$ cat src/rtl/gonx_multicast_tx.sv
// GON X transmit-side multicaster: FIFO-buffered tagged values delivered to every PE
// whose scan-loaded ID equals the tag, with per-target ready gating and OR-gather-safe outputs.
module gonx_multicast_tx #(
  parameter int unsigned MASTER_NUMS = 14,
  parameter int unsigned ID_LEN      = 5,
  parameter int unsigned VALUE_LEN   = 32,
  parameter int unsigned FIFO_DEPTH  = 4
) (
  input  logic                                  clk,
  input  logic                                  rst,
  input  logic                                  in_valid,
  input  logic [ID_LEN-1:0]                     in_tag,
  input  logic [VALUE_LEN-1:0]                  in_value,
  output logic                                  in_ready,
  input  logic [MASTER_NUMS-1:0]                pe_ready,
  output logic [MASTER_NUMS-1:0][VALUE_LEN:0]   pe_enable_value,
  input  logic                                  set_id,
  input  logic [ID_LEN-1:0]                     id_scan_in,
  output logic [ID_LEN-1:0]                     id_scan_out,
  output logic                                  busy,
  output logic [7:0]                            drop_count
);

  localparam int unsigned PTR_W = $clog2(FIFO_DEPTH);
  localparam int unsigned CNT_W = PTR_W + 1;

  typedef enum logic [1:0] {IDLE, ISSUE, HOLD} state_t;

  logic [ID_LEN-1:0]    fifo_tag   [FIFO_DEPTH];
  logic [VALUE_LEN-1:0] fifo_value [FIFO_DEPTH];
  logic [CNT_W-1:0]     wr_ptr, rd_ptr, wr_next, rd_next;
  logic [ID_LEN-1:0]    id [MASTER_NUMS];

  logic                   empty, full, push;
  logic [ID_LEN-1:0]      head_tag;
  logic [VALUE_LEN-1:0]   head_value;
  logic [MASTER_NUMS-1:0] match_c;
  logic                   pop_c, issue_c, drop_c;
  state_t                 state_c;

  assign empty      = (wr_ptr == rd_ptr);
  assign full       = (wr_ptr[PTR_W] != rd_ptr[PTR_W]) &&
                      (wr_ptr[PTR_W-1:0] == rd_ptr[PTR_W-1:0]);
  assign in_ready   = !full;
  assign push       = in_valid && !full;
  assign head_tag   = fifo_tag[rd_ptr[PTR_W-1:0]];
  assign head_value = fifo_value[rd_ptr[PTR_W-1:0]];
  assign wr_next    = wr_ptr + CNT_W'(push);
  assign rd_next    = rd_ptr + CNT_W'(pop_c);
  assign id_scan_out = id[MASTER_NUMS-1];

  // Mode is decided from the current cycle so a scan edge never issues against stale IDs.
  always_comb begin
    state_c = IDLE;
    match_c = '0;
    pop_c   = 1'b0;
    issue_c = 1'b0;
    drop_c  = 1'b0;
    if (set_id)      state_c = HOLD;
    else if (!empty) state_c = ISSUE;
    for (int i = 0; i < MASTER_NUMS; i++)
      match_c[i] = (id[i] == head_tag) && (head_tag != {ID_LEN{1'b1}});
    case (state_c)
      ISSUE: begin
        if (&(pe_ready | ~match_c)) begin
          pop_c   = 1'b1;
          issue_c = |match_c;
          drop_c  = ~|match_c;
        end
      end
      default: ;
    endcase
  end

  always_ff @(posedge clk) begin
    if (push) begin
      fifo_tag[wr_ptr[PTR_W-1:0]]   <= in_tag;
      fifo_value[wr_ptr[PTR_W-1:0]] <= in_value;
    end
  end

  always_ff @(posedge clk or posedge rst) begin
    if (rst) begin
      wr_ptr     <= '0;
      rd_ptr     <= '0;
      busy       <= 1'b0;
      drop_count <= '0;
    end else begin
      wr_ptr <= wr_next;
      rd_ptr <= rd_next;
      busy   <= (wr_next != rd_next) || issue_c;
      if (drop_c && drop_count != 8'hFF) drop_count <= drop_count + 8'd1;
    end
  end

  // ID scan chain: PE 0 takes the scan input, each later PE its predecessor's ID.
  always_ff @(posedge clk or posedge rst) begin
    if (rst) begin
      for (int i = 0; i < MASTER_NUMS; i++) id[i] <= {ID_LEN{1'b1}};
    end else if (set_id) begin
      id[0] <= id_scan_in;
      for (int i = 1; i < MASTER_NUMS; i++) id[i] <= id[i-1];
    end
  end

  // Untargeted PEs and idle cycles drive zeros to stay OR-gather compatible.
  always_ff @(posedge clk or posedge rst) begin
    if (rst) begin
      pe_enable_value <= '0;
    end else begin
      for (int i = 0; i < MASTER_NUMS; i++)
        pe_enable_value[i] <= (issue_c && match_c[i]) ? {1'b1, head_value} : '0;
    end
  end

endmodule

$ cat config.mk
export PLATFORM = sky130hd
export DESIGN_NAME = gonx_multicast_tx
export DESIGN_NICKNAME = d
export VERILOG_FILES = /design/src/rtl/gonx_multicast_tx.sv
export SDC_FILE = /design/constraint.sdc
export NUM_CORES = 1
export LEC_CHECK = 0
export ABC_CLOCK_PERIOD_IN_PS = 62700
export CAP_MARGIN = 20
export CORE_UTILIZATION = 43
export CTS_BUF_LIST = sky130_fd_sc_hd__clkbuf_4
export CTS_CLUSTER_SIZE = 25
export DETAILED_ROUTE_END_ITERATION = 12
export PLACE_DENSITY_LB_ADDON = 0.1
export SKIP_LAST_GASP = 1
export SLEW_MARGIN = 40
export SYNTH_ARGS = -nofsm -noshare
export SYNTH_HDL_FRONTEND = slang
export SYNTH_SLANG_ARGS = --single-unit
$ cat constraint.sdc
create_clock -name clk -period 62.7 [get_ports clk]
set_clock_uncertainty 0.15 [all_clocks]
set_input_delay 18.81 -clock clk [delete_from_list [all_inputs] [get_ports clk]]
set_output_delay 18.81 -clock clk [all_outputs]
set_load 0.05 [all_outputs]
==> results of run 1 <==
-- flip-flops by register name (all words and copies together) (netlist names) --
register         count
rd_ptr               3
fifo_value         128
id_scan_out          5
busy                 1
id                  65
drop_count           8
pe_enable_value    462
fifo_tag            20
wr_ptr               3
-- cell usage after synthesis --
master and instances:
and3_1 5, buf_1 7, o41ai_1 1, nand3_2 1, nor3b_1 1, nand2_1 52
buf_4 9, nor2_1 464, dfstp_2 70, nor2_2 1, inv_1 18, nor4_1 5
nand4_1 10, a21oi_1 4, xor2_1 27, or4_1 1, a31oi_1 1, a211oi_2 1
mux2_2 103, dfrtp_1 477, a22oi_1 1, a221oi_1 2, xnor2_1 57, nor3_1 10
clkbuf_1 48, mux2i_1 32, nor2_4 1, or3_1 3, nand3_1 13, nor3b_4 1
o21ai_0 32, or2_2 1, nor2b_1 1, a41oi_1 1, buf_6 2, mux4_2 5
buf_2 48, ha_1 5, edfxtp_1 148
-- worst paths after layout --
check	start	cells past startpoint	endpoint
setup / recovery	rd_ptr[1]	3	in_ready
hold / removal	rd_ptr[2]	1	rd_ptr[2]
setup reg to reg	rd_ptr[0]	12	busy
hold reg to reg	rd_ptr[2]	1	rd_ptr[2]
max in group asynchronous	rst	5	rd_ptr[1]
min in group asynchronous	rst	2	pe_enable_value[228]
-- routing by layer --
metal	global-route usage (%)	up-vias	part of all wire [%]
met2	43.2	494	51
met3	7.12	123	5.9
met5	0	-	0.062
li1	-	6821	-
met4	11.3	6	2.8
met1	32.0	7846	40
-- through the flow --
step	utilization (%)	power, mW	area, sq um
after floorplan	-	0.891	23700
after global placement	55.1	1.08	29800
after detailed placement	55.3	1.09	29900
after CTS	59.5	1.48	32200
after global routing	59.6	1.53	32300
final	59.6	1.46	32300
-- report_power, final --
part | leakage [nW] | internal (mW) | total [mW] | switching, mW
combinational | 4.62 | 0.152 | 0.501 | 0.348
sequential | 8.72 | 0.540 | 0.577 | 0.0369
clock | 1.35 | 0.203 | 0.383 | 0.179
-- placed cells by master (no fill, tap or decap), types with 6 or more instances in the layout --
master	n
edfxtp_1	148
xor2_1	27
xnor2_1	57
mux2i_1	32
clkinv_1	36
dfrtp_1	475
clkdlybuf4s50_1	535
nand3_1	12
o21ai_2	6
o21ai_4	9
buf_4	33
nor3_1	8
inv_1	17
clkbuf_4	262
dfstp_2	70
nand2_1	47
mux2_2	103
nand4_1	10
nor2_1	463
o21ai_1	17
-- area by class of cell --
type,instances,area (sq um)
well taps,696,871
clock buffers,262,1970
multi-input cells,842,5120
inverters,18,80.1
fillers,4289,21900
flip-flops and latches,695,18200
clock inverters,51,303
diodes,4,10.0
repair buffers,577,5710
-- cell families (layout without fill, tap and decap cells) --
kind of cell,after synthesis,after routing
buf+inv,132,908
other cells,0,4
mux,140,140
compound gates,43,43
flops,695,695
fa+ha+maj,5,5
xor+xnor,84,84
simple gates,570,570
==> impl_metrics.toml, run 1 <==
[outcome]
status = "completed"

[placement]
dpl.cell_count = 2828
place_ws_ns = 40.16
hpwlAfterDp_um = 48000
routabilityCongestion = 0.843
port_buffers = 536

[synth]
synth_warnings = 0
syn_nets = 1734
synth_top_area_cell = "dfrtp_1"
synth_top_family_by_area = "simple AND/OR/NAND/NOR gates"
avgSynthCellArea_sq_um = 14.2
synth-compound-area-share_pct = 1.02
synth_top_cell_area_share_pct = 50.3
syn_inst = 1669
synthMuxAreaShare_pct = 6.71
netlist_area_sq_um = 23700
synth-simple-area-share_pct = 9.57
yosys.area_share.adder_pct = 0.264
synth_xor_area_share_pct = 3.10
ys_types = 39
synth_area_leaders = "dfrtp_1 (50%), edfxtp_1 (19%), dfstp_2 (7.8%), nor2_1 (7.3%), mux2_2 (4.9%)"
ys_ff_latch = 695
seq_area_frac_synth_pct = 76.8

[clock_network]
cts.sinks = 695
cts_tree = "yes"
cts_resized = 0
insertion_delay_ns = 1.01
clkTransAtPathRegs_ns = 0.06
numCtsBuffers = 177
cts_max_level = 4
post_cts_buffers = 0
root_buffer = "clkbuf_4"
holdBufCountCts = 0
cts_max_path_buffers = 3

[timing]
max_freq_mhz = 45.5
setup_ws_ns = 40.73
finalHoldViolations = 0
finalCritPeriodShare_pct = 35.0
setup_viol = 0
timing.max_slew.rel_slack_pct = 45.9
slew_violations = 0
period_minus_slack_ns = 21.97
rsz0062_at_grt = "false"
worst_hold_slack_ns = 0.374
fin_setup_tns_ns = 0
tightest_slew_ns = 0.811

[power_and_ir_drop]
p_leak_nw = 14.7
ir_worst_vdd_uv = 26.8
pwr_density_cell_nw_per_um2 = 45.2

[final_layout]
fin_cells = 3145
area_delta_synth_final_pct = 36.0
drive_gt1_share_pct = 21.8
fin_nets = 2376

[setup_path]
critPathRequiredTime_ns = 43.74
critical_path_buf_inv_count = 1
critPathArrivalTime_ns = 3.01
reg2reg_slack_ns = 58.01
endpoint_kind = "primary output"
cp_max_fo = 18
start_kind = "flip-flop"
slowest_stage = "clkdlybuf4s50_1"
path_cells = "xor2_1 > or3_1 > clkdlybuf4s50_1"
worst_path_dominant_cell_family = "buffers and inverters"
max_stage_delay_ns = 0.74
worst-setup-path-type = "flip-flop to primary output"

[detailed_routing]
routed_via_density = 4.86
drc_errors = 0
ant_nets = 0
routedWlPerCell_um = 22.7
drt_first_pass_iters = 5
wirelength_um = 71400
first_iter_violations = 781
route.vias.total = 15300

[global_route]
grt_max_degree = 114
gr-usage-all-layers_pct = 26.0
grt_pass1_wl_um = 105000
overflow = 0
antenna_found_initial = 6
grt_pass1_vias = 15600

[floorplanning]
die_width_um = 237
die-area_sq_um = 56100
coreArea_sq_um = 54100
ios = 537
die_h_um = 237
initial_utilization_pct = 43.8
rows = 85

[hold_path]
holdCritPathClass = "flip-flop to flip-flop"

[run]
max_cap_violations = 0
No activity file was read; power rests on OpenSTA's default activity.
==> run 2: changes to the inputs <==
Settings changed: ABC_CLOCK_PERIOD_IN_PS 62700 to 17900.
Clock period 62.7 ns to 17.9 ns, I/O delays scaled along.
==> impl_metrics.toml, run 2 (synthesis results as in run 1) <==
[outcome]
status = "completed"

[placement]
dpl.cell_count = 2829
routabilityCongestion = 0.822
placed_cell_area_sq_um = 30000
port_buffers = 536
place_ws_ns = 9.46
hpwlAfterDp_um = 48300

[detailed_routing]
drt_first_pass_iters = 5
first_iter_violations = 842
wirelength_um = 71900
route.vias.total = 15300
drc_errors = 0
ant_nets = 0
routed_via_density = 4.89
routedWlPerCell_um = 22.9

[final_layout]
layout_commonest_cell = "clkdlybuf4s50_1"
n_fill_cell = 4288
stdcell_area_sq_um = 32200
final_cell_mix = "clkdlybuf4s50_1 (535), dfrtp_1 (475), nor2_1 (463), clkbuf_4 (258), edfxtp_1 (148)"
largest-register = "pe_enable_value"
drive_gt1_share_pct = 21.7
fin_nets = 2378
fin_cells = 3135
largest_reg_flops = 462
area_delta_synth_final_pct = 35.5

[power_and_ir_drop]
power_frac_clock_pct = 25.1
p_int_mw = 3.08
p_sw_mw = 1.97
p_leak_nw = 14.6
pwr_density_cell_nw_per_um2 = 157
seqPwrFrac_pct = 40.2
comb_power_share_pct = 34.8
power.share.switching_pct = 39.0
ir_worst_vdd_uv = 101

[floorplanning]
die-area_sq_um = 56100
coreArea_sq_um = 54100
ios = 537
die_h_um = 237
rows = 85
initial_utilization_pct = 43.8
die_width_um = 237

[clock_network]
cts.sinks = 695
clkTransAtPathRegs_ns = 0.06
post_cts_buffers = 0
cts_tree = "yes"
cts_resized = 0
insertion_delay_ns = 0.99
holdBufCountCts = 0
root_buffer = "clkbuf_4"
numCtsBuffers = 177
cts_max_path_buffers = 3
cts_max_level = 4

[global_route]
antenna_found_initial = 9
grt_pass1_vias = 15600
grt_max_degree = 171
grt_pass1_wl_um = 105000
overflow = 0
gr-usage-all-layers_pct = 26.1

[setup_path]
max_stage_delay_ns = 0.75
cp_max_fo = 34
startpoint = "rd_ptr[0]"
critPathRequiredTime_ns = 12.38
worst-setup-path-type = "flip-flop to primary output"
start_kind = "flip-flop"
worst_path_dominant_cell_family = "buffers and inverters"
endpoint_kind = "primary output"
critical_path_buf_inv_count = 1
r2r-start = "rd_ptr[0]"
path_cells = "xor2_1 > or3_1 > clkdlybuf4s50_1"
slowest_stage = "clkdlybuf4s50_1"
critPathArrivalTime_ns = 3.11

[timing]
worst_hold_slack_ns = 0.359
tightest_slew_ns = 0.832
timing.max_slew.rel_slack_pct = 44.1
rsz0062_at_grt = "false"
finalHoldViolations = 0
slew_violations = 0
period_minus_slack_ns = 8.63
max_freq_mhz = 116
fin_setup_tns_ns = 0
finalCritPeriodShare_pct = 48.2
setup_viol = 0
setup_ws_ns = 9.27

[hold_path]
min-delay-start = "drop_count[5]"
holdCritPathClass = "flip-flop to flip-flop"

[run]
max_cap_violations = 0
-- run 2: layer usage --
layer	global-route usage [%]	vias to the layer above	wire length (um)
met5	0	-	41
met4	12.0	6	2270
met3	8.56	136	5420
met2	42.1	605	35800
met1	31.8	7758	28400
li1	-	6813	-
-- run 2: final timing paths --
check / endpoint / slack [ns] / depth (start not counted)
min: drop_count[5] / 0.36 / 1
max reg2reg: busy / 12.71 / 13
min reg2reg: drop_count[5] / 0.36 / 1
max: in_ready / 9.27 / 3
max in group asynchronous: pe_enable_value[191] / 11.13 / 5
min in group asynchronous: pe_enable_value[210] / 4.60 / 2
-- run 2: power groups by stage --
stage	Sequential [mW]	Combinational (mW)	Clock (mW)
after floorplan	2.29	0.834	0
after global placement	2.07	1.72	0
after detailed placement	2.06	1.77	0
after CTS	2.03	1.78	1.30
after global routing	2.06	1.86	1.39
final	2.03	1.76	1.27
-- run 2: area by class of cell --
type | count | area, sq um | area share (%)
sequential | 695 | 18200 | 56.7
timing repair buffer | 579 | 5750 | 17.9
multi-input combinational | 842 | 5110 | 15.9
clock buffer | 258 | 1940 | 6.02
tap | 696 | 871 | 2.71
clock inverter | 37 | 163 | 0.506
inverter | 18 | 71.3 | 0.222
antenna | 10 | 25.0 | 0.0778
-- run 2: through the flow --
step | utilization, % | power (mW)
6_report | 59.4 | 5.06
4_1_cts | 59.3 | 5.11
3_5_place_dp | 55.4 | 3.83
5_1_grt | 59.4 | 5.31
2_1_floorplan | - | 3.12
3_3_place_gp | 55.1 | 3.78
